--- src/rtl/dac_jesd204_pkg.sv ---
// rtl/dac_jesd204_pkg.sv - shared sizing helpers, FSM encoding and slot mapping for the JESD204 TX sample framer
package dac_jesd204_pkg;

   typedef enum logic {
      ST_FILL = 1'b0,
      ST_RUN  = 1'b1
   } state_t;

   function automatic int calc_dw(input int num_lanes);
      return 32 * num_lanes;
   endfunction

   function automatic int calc_cw(input int num_lanes, input int num_channels);
      return calc_dw(num_lanes) / num_channels;
   endfunction

   function automatic int calc_spc(input int num_lanes, input int num_channels);
      return calc_cw(num_lanes, num_channels) / 16;
   endfunction

   function automatic int calc_ptr_w(input int depth);
      return (depth > 1) ? $clog2(depth) : 1;
   endfunction

   // Sample k of channel c lands in 16-bit link slot k*NUM_CHANNELS + c
   function automatic int slot_index(input int k, input int c, input int num_channels);
      return k * num_channels + c;
   endfunction

endpackage

--- src/rtl/dac_jesd204_sample_fifo.sv ---
// rtl/dac_jesd204_sample_fifo.sv - DEPTH x DW synchronous FIFO with occupancy output
module dac_jesd204_sample_fifo
   import dac_jesd204_pkg::*;
#(
   parameter int DW    = 128,
   parameter int DEPTH = 4,
   localparam int PW   = calc_ptr_w(DEPTH)
) (
   input  logic          clk,
   input  logic          reset,
   input  logic [DW-1:0] push_data,
   input  logic          push,
   input  logic          pop,
   output logic [DW-1:0] pop_data,
   output logic          full,
   output logic          empty,
   output logic [PW:0]   level
);

   logic [DW-1:0] mem [DEPTH];
   logic [PW-1:0] wr_ptr;
   logic [PW-1:0] rd_ptr;
   logic          do_push;
   logic          do_pop;

   assign full     = (level == (PW+1)'(DEPTH));
   assign empty    = (level == '0);
   assign do_push  = push & ~full;
   assign do_pop   = pop & ~empty;
   assign pop_data = mem[rd_ptr];

   // DEPTH is a power of two, so the pointers wrap naturally
   always_ff @(posedge clk) begin
      if (reset) begin
         wr_ptr <= '0;
         rd_ptr <= '0;
         level  <= '0;
      end else begin
         if (do_push) wr_ptr <= wr_ptr + 1'b1;
         if (do_pop)  rd_ptr <= rd_ptr + 1'b1;
         case ({do_push, do_pop})
            2'b10:   level <= level + 1'b1;
            2'b01:   level <= level - 1'b1;
            default: level <= level;
         endcase
      end
   end

   always_ff @(posedge clk) begin
      if (do_push) mem[wr_ptr] <= push_data;
   end

endmodule

--- src/rtl/dac_jesd204_sample_framer.sv ---
// rtl/dac_jesd204_sample_framer.sv - buffers channel-packed DAC samples and frames them into the JESD204 TX link word
module dac_jesd204_sample_framer
   import dac_jesd204_pkg::*;
#(
   parameter int NUM_LANES    = 4,
   parameter int NUM_CHANNELS = 2,
   parameter int DEPTH        = 4,
   parameter int PREFILL      = 2,
   localparam int DW          = calc_dw(NUM_LANES),
   localparam int CW          = calc_cw(NUM_LANES, NUM_CHANNELS),
   localparam int SPC         = calc_spc(NUM_LANES, NUM_CHANNELS),
   localparam int LW          = calc_ptr_w(DEPTH) + 1
) (
   input  logic                    clk,
   input  logic                    reset,
   input  logic [NUM_CHANNELS-1:0] enable,
   input  logic [DW-1:0]           s_data,
   input  logic                    s_valid,
   output logic                    s_ready,
   output logic [DW-1:0]           tx_data,
   output logic                    tx_valid,
   input  logic                    tx_ready,
   output logic                    underflow,
   output logic [15:0]             underflow_count,
   input  logic                    underflow_clr,
   output logic [LW-1:0]           fifo_level
);

   state_t        state_q;
   state_t        state_d;
   logic          active_q;
   logic          fifo_full;
   logic          fifo_empty;
   logic          pop;
   logic          underflow_ev;
   logic [DW-1:0] fifo_data;
   logic [DW-1:0] framed;
   logic [DW-1:0] tx_next;
   logic [15:0]   ucount_q;
   logic [15:0]   ucount_d;

   assign s_ready         = active_q & ~fifo_full;
   assign tx_valid        = active_q;
   assign underflow_count = ucount_q;

   dac_jesd204_sample_fifo #(
      .DW    (DW),
      .DEPTH (DEPTH)
   ) u_fifo (
      .clk       (clk),
      .reset     (reset),
      .push_data (s_data),
      .push      (s_valid & s_ready),
      .pop       (pop),
      .pop_data  (fifo_data),
      .full      (fifo_full),
      .empty     (fifo_empty),
      .level     (fifo_level)
   );

   // Interleave channels slot-wise and swap octets so the MSB octet goes out first
   always_comb begin
      framed = '0;
      for (int c = 0; c < NUM_CHANNELS; c++) begin
         for (int k = 0; k < SPC; k++) begin
            if (enable[c]) begin
               framed[slot_index(k, c, NUM_CHANNELS)*16 +: 16] =
                  {fifo_data[c*CW + k*16 +: 8], fifo_data[c*CW + k*16 + 8 +: 8]};
            end
         end
      end
   end

   always_comb begin
      state_d      = state_q;
      pop          = 1'b0;
      underflow_ev = 1'b0;
      tx_next      = tx_data;
      case (state_q)
         ST_FILL: begin
            if (tx_ready) tx_next = '0;
            if (fifo_level >= LW'(PREFILL)) state_d = ST_RUN;
         end
         ST_RUN: begin
            if (tx_ready) begin
               if (fifo_empty) begin
                  tx_next      = '0;
                  underflow_ev = 1'b1;
                  state_d      = ST_FILL;
               end else begin
                  pop     = 1'b1;
                  tx_next = framed;
               end
            end
         end
         default: state_d = ST_FILL;
      endcase
   end

   // A clear coinciding with an event still records that event
   always_comb begin
      ucount_d = ucount_q;
      if (underflow_clr)
         ucount_d = underflow_ev ? 16'd1 : 16'd0;
      else if (underflow_ev && (ucount_q != 16'hFFFF))
         ucount_d = ucount_q + 16'd1;
   end

   always_ff @(posedge clk) begin
      if (reset) begin
         state_q   <= ST_FILL;
         active_q  <= 1'b0;
         tx_data   <= '0;
         underflow <= 1'b0;
         ucount_q  <= '0;
      end else begin
         state_q   <= state_d;
         active_q  <= 1'b1;
         tx_data   <= tx_next;
         underflow <= underflow_ev;
         ucount_q  <= ucount_d;
      end
   end

endmodule
--- config.mk ---
export PLATFORM = sky130hd
export DESIGN_NAME = dac_jesd204_sample_framer
export DESIGN_NICKNAME = d
export VERILOG_FILES = /design/src/rtl/dac_jesd204_pkg.sv /design/src/rtl/dac_jesd204_sample_fifo.sv /design/src/rtl/dac_jesd204_sample_framer.sv
export SDC_FILE = /design/constraint.sdc
export NUM_CORES = 1
export LEC_CHECK = 0
export CORE_MARGIN = 5
export CORE_UTILIZATION = 49
export CTS_BUF_LIST = sky130_fd_sc_hd__clkbuf_2
export DETAILED_ROUTE_END_ITERATION = 6
export GPL_ROUTABILITY_DRIVEN = 0
export PLACE_DENSITY = 0.79
export SLEW_MARGIN = 30
export SYNTH_ARGS = -nofsm -noshare
export SYNTH_HDL_FRONTEND = slang
export SYNTH_SLANG_ARGS = --single-unit
--- constraint.sdc ---
create_clock -name clk -period 4.65 [get_ports clk]
set_input_delay 0.93 -clock clk [delete_from_list [all_inputs] [get_ports clk]]
set_output_delay 0.93 -clock clk [all_outputs]
set_load 0.005 [all_outputs]
### Word level (Yosys, flattened, before mapping)

Memories as Yosys holds them, arrays and structs flattened. A register that Yosys moved wholly into a read port is not among the register bits.
Index checks and enable logic that the tools add are counted.

| word-level totals | value |
|---|---|
| bits in writable memories | 512 |
| memories | 1 |
| input bits | 135 |
| register bits after elaboration | 154 |
| logic and storage cells | 63 |

| operators by class | value |
|---|---|
| add/sub/neg operators | 5 |
| eq/ne operators | 6 |
| muxes and demuxes | 30 |
| order comparisons | 1 |
| bitwise gates (word level) | 7 |
| reductions and logical operators | 5 |

Memories:

| name | words | width | rd ports | clocked after memory_dff | write ports | line | RTL |
|---|---|---|---|---|---|---|---|
| u_fifo.mem | 4 | 128 | 1 | 1 | 1 | dac_jesd204_sample_fifo.sv:20 | `logic [DW-1:0] mem [DEPTH];` |

Operators by type and width:

| kind | count |
|---|---|
| 2-to-1 mux 128 bit | 3 |
| case mux 128 bit (2 select lines) | 1 |
| 2-to-1 mux 16 bit | 10 |
| adder 16 x 1 -> 16 bit, second input constant | 1 |
| != test 16 bit, second input constant | 1 |
| 2-to-1 mux 1 bit | 12 |
| case mux 3 bit (2 select lines) | 1 |
| adder 2 x 1 -> 2 bit, second input constant | 2 |
| bitwise AND 1 bit | 4 |
| 2-to-1 mux 2 bit | 2 |
| != test 2 bit, second input constant | 2 |
| nonzero test 2 bit | 2 |
| adder 3 x 1 -> 3 bit, second input constant | 1 |
| equality test 3 bit, second input constant | 1 |
| >= comparator 3 x 2 -> 1 bit, second input constant | 1 |
| zero test 3 bit | 1 |
| NOT 1 bit | 3 |
| subtractor 3 x 1 -> 3 bit, second input constant | 1 |
| equality test 2 x 1 -> 1 bit, second input constant | 1 |
| equality test 2 bit, second input constant | 1 |
| case mux 1 bit (2 select lines) | 1 |
| AND reduction 2 bit | 1 |
| logical AND 1 bit | 1 |

### Longest topological paths before layout

| depth | value |
|---|---|
| depth in word-level cells | 7 |
| gate-level depth with buffers | 9 |
| mapped depth without buffers | 9 |

### Modules after synthesis

Synthesis repeated with hierarchy kept, for this count alone.

| second synthesis, totals | value |
|---|---|
| cell total of the unflattened synthesis | 1393 |
| area total of the unflattened synthesis | 24662.4 µm² |

Modules (own cells, without submodules):

| module | cells each | times used | area each (µm²) |
|---|---|---|---|
| dac_jesd204_sample_fifo | 722 | 1 | 19042.0 |
| dac_jesd204_sample_framer | 671 | 1 | 5620.4 |

### Worst setup path before layout

Ideal clock, no wire load.

| path | value |
|---|---|
| path kind | input-to-reg |
| start point | in s_valid |
| end point | mem u_fifo.mem[0][0] (enable) |
| required time | 4148 ps |
| arrival time | 4186 ps |
| stages | 2 |
| path slack | -39 ps |
| cell sequence | o311a_1 -> and2_1 |

| between the ends | value |
|---|---|
| longest elaborated chain between the ends | 4 |

Ends and longest elaborated chain:

| item | line | RTL |
|---|---|---|
| start: declaration | dac_jesd204_sample_framer.sv:18 | `input logic s_valid,` |
| bitwise AND 1 bit | dac_jesd204_sample_framer.sv:53 | `.push (s_valid & s_ready),` |
| bitwise AND 1 bit | dac_jesd204_sample_fifo.sv:28 | `assign do_push = push & ~full;` |
| 2-to-1 mux 1 bit | dac_jesd204_sample_fifo.sv:50 | `if (do_push) mem[wr_ptr] <= push_data;` |
| 2-to-1 mux 1 bit (not written as such) | dac_jesd204_sample_fifo.sv:50 |  |
| end: declaration | dac_jesd204_sample_fifo.sv:20 |  |

Every way passes these cells.

### Final worst setup path

| path | value |
|---|---|
| start point | reg u_fifo.level[2] |
| end point | out s_ready |

| between the ends | value |
|---|---|
| longest elaborated chain between the ends | 3 |

Ends and longest elaborated chain:

| item | line | RTL |
|---|---|---|
| start: declaration | dac_jesd204_sample_fifo.sv:17 | `output logic [PW:0] level` |
| start signal: assignment | dac_jesd204_sample_fifo.sv:42 | `2'b10: level <= level + 1'b1;` |
| start signal: assignment | dac_jesd204_sample_fifo.sv:43 | `2'b01: level <= level - 1'b1;` |
| start signal: assignment | dac_jesd204_sample_fifo.sv:44 | `default: level <= level;` |
| equality test 3 bit | dac_jesd204_sample_fifo.sv:26 | `assign full = (level == (PW+1)'(DEPTH));` |
| NOT 1 bit | dac_jesd204_sample_framer.sv:42 | `assign s_ready = active_q & ~fifo_full;` |
| bitwise AND 1 bit | dac_jesd204_sample_framer.sv:42 |  |
| end: declaration | dac_jesd204_sample_framer.sv:19 | `output logic s_ready,` |

Every way passes these cells.

==> out/results.tsv <==
stage	metric	value	unit
status	status	finished, final reports clean	
critical_path	Critical Path AT	2480	ps
critical_path	Critical path buffers and inverters	2	
sta	final worst slack	1240	ps
critical_path	CP startpoint kind	flop	
yosys	Synth area leader	edfxtp_1	
yosys	XOR/XNOR Fraction of Synth Area	0.179	%
sta	count of pins over their slew limit	0	
floorplan	die area	54500	um2
critical_path	Crit-path slowest cell	dfxtp_1	
yosys	register area share after synthesis	75.5	%
routing	ANT nets after route	0	
floorplan	site row count	82	
grt	initial antenna violation count	5	
placed_design	Area after DPL	28100	um2
floorplan	Initial Utilization	49.2	%
grt	largest net degree at the start of global routing	129	
routing	drt wl/cell	20.7	um
floorplan	core area	49800	um2
sta	Slew @ Worst Pin	1020	ps
critical_path	CP Cell Sequence	inv_1 > o31a_1 > clkdlybuf4s50_1	
sta	Rel. slew slack	32.3	%
yosys	Synth top cells by count	edfxtp_1, dfxtp_1, nor2_1	
grt	grt met3 use	6.42	%
job	MaxCap Viol Count	0	
sta	unrepaired setup endpoints after global routing	no	
critical_path	WS Path Type	reg -> out	
yosys	compound-gate portion of the synthesized area	3.60	%
layout	Filler cells	3753	
yosys	distinct cell type count after synthesis	46	
critical_path	worst path required time	3720	ps
sta	final setup TNS	0	ps
sta	Clock Skews	81.7	ps
sta	Hold Slack	303	ps
yosys	Synth Flop Type	edfxtp_1	
yosys	yosys warns	0	
layout	share of post-route cells with drive strength above 1	22.6	%
clocking	Clock transition at path regs	100	ps
yosys	Cells after Synth	1382	
sta	fin crit period	3410	ps
yosys	mux cell area share after synthesis	11.9	%
yosys	largest family of logic cells by synthesized area	multiplexers	
power	peak supply drop	0.240	mV
placed_design	IO buf count	284	
clocking	Sink Count	668	
placed_design	post-DP HPWL	30.3	mm
power	pwr dens	364	nW/um2
yosys	count leader, synth	edfxtp_1	
sta	Achievable Freq	293	MHz
hold_path	Worst Hold Class	in -> reg	
yosys	Post-synth EDFFs	512	
grt	grt ovf	0	
clocking	root buffer cell	clkbuf_2	
floorplan	I/O pin count	285	
placed_design	post-place setup slack	1500	ps
grt	GRT Total Usage	20.0	%
grt	vias in the first global route	14700	
grt	first-pass GRT wire length	82.6	mm
routing	Vias/cell	5.30	
routing	Total Routed Length	53.7	mm
layout	area delta synth->final	21.3	%
clocking	Worst-Skew Late Latency	1260	ps
yosys	adder-cell share of the synthesized area	0.388	%
critical_path	CP top delay family	buffers and inverters	
power	Leak	9.84	nW
layout	non-filler cells, final	2591	
grt	GRT met1 Usage	25.2	%
critical_path	Worst Setup End Kind	primary output	
grt	gr busiest metal	met2	
clocking	CTS Buffer Depth	3	
sta	endpoints failing hold	0	
routing	Iteration-0 DRC Markers	839	
layout	finished layout cell area	29700	um2
layout	fin util	59.7	%
grt	global-route met2 utilization	32.8	%
yosys	ys async rst share	0	%
clocking	CTS buffer count	163	
yosys	Yosys reg bits	668	
yosys	syn nets	1524	
yosys	Avg Synthesized Cell Area	17.7	um2
floorplan	Die W	234	um
clocking	CTS tree	yes	
clocking	Post-CTS Resized	0	
yosys	Synth area leaders	edfxtp_1, dfxtp_1, mux4_2, nor2b_1, a21oi_1	
routing	Post-route DRC	0	
critical_path	Worst Path Max Fanout	7	
floorplan	Die Span Y	234	um
clocking	htree depth	4	
critical_path	max incr delay on CP	470	ps
yosys	simple-gate portion of the synthesized area	6.85	%
placed_design	Placed Cells incl. Taps	2282	
power	Final Power	10.8	mW
sta	final setup violation count	0	
routing	first-pass detailed-route iteration total	4	
sta	final worst-path cycle share	73.3	%
yosys	top cell type's share of synthesized area	62.8	%
yosys	post-synth design cell area	24500	um2
routing	Via Count	13700	
layout	Final nets	1918	
-- cell usage in the layout (no fill, tap or decap), types with 3 or more instances in the layout --
cell,n
and2_4,5
nor4_1,4
mux2i_1,3
clkdlybuf4s50_1,282
mux4_2,128
or3_1,4
clkinvlp_4,4
xor2_1,3
nor2b_1,128
edfxtp_1,512
clkinv_2,4
nand4_1,3
and4_1,3
inv_2,4
o31ai_1,5
dfxtp_1,154
nand3_1,5
or4_1,6
clkinv_1,38
a21oi_1,138
nand2_1,11
o21ai_0,4
nor2_1,139
bufinv_16,3
inv_1,10
ha_1,6
clkbuf_2,248
diode_2,4
buf_12,9
buf_4,14
-- layout make-up --
type,instances,area [um2],share of cell area (%)
flip-flops and latches,668,18500,62.3
multi-input cells,627,5630,19.0
repair buffers,306,3120,10.5
clock buffers,248,1240,4.18
well taps,672,841,2.83
clock inverters,56,324,1.09
inverters,10,37.5,0.126
diodes,4,10.0,0.0337
-- power breakdown --
part | switching, mW | internal [mW] | total, mW
Clock | 2.27 | 1.60 | 3.87
Sequential | 0.0259 | 6.52 | 6.54
Combinational | 0.210 | 0.186 | 0.396
Total | 2.51 | 8.31 | 10.8
-- path summary, 6_finish.rpt --
| path | startpoint | to | slack, ps | cells past startpoint |
|---|---|---|---|---|
| max | u_fifo.level[2] | s_ready | 1240 | 3 |
| min | s_data[76] | u_fifo.mem[2][76] | 300 | 1 |
| min reg2reg | underflow_count[15] | underflow_count[15] | 510 | 2 |
| max reg2reg | u_fifo.level[2] | u_fifo.level[2] | 2220 | 9 |
-- logic make-up after synthesis --
group,Yosys count
simple gates,321
flops,668
compound gates,163
xor+xnor,5
mux,131
buf+inv,87
fa+ha+maj,7
-- registers in the layout, indices dropped and copies added, names as in the netlist, named ones only --
name / count
u_fifo.mem: 512
tx_data: 128
underflow_count: 16
u_fifo.level: 3
u_fifo.rd_ptr: 2
u_fifo.wr_ptr: 2
state_q: 1
tx_valid: 1
underflow: 1
-- routing by layer --
metal  vias up  wire (um)
met1      6975      21700
li1       6243          -
met3        79       3530
met5         -         27
met2       432      27300
met4         4       1150
-- repair_timing --
action                                  4_1_cts  5_1_grt
hold buffers                                  1        0
setup buffers                                 0        0
hold endpoints to repair                     24        0
endpoints found under the setup margin        0        0
-- worst register-to-register path: cells and delay by family (launching register included) --
kind                     cells  cell delay, ps
AO/OA/AOI/OAI                2             630
adder cells (fa/ha/maj)      2             550
flip-flops                   1             470
AND/OR/NAND/NOR              1             310
buffers and inverters        3             250
XOR/XNOR                     1             160
Power figures use the tool's default switching activity.
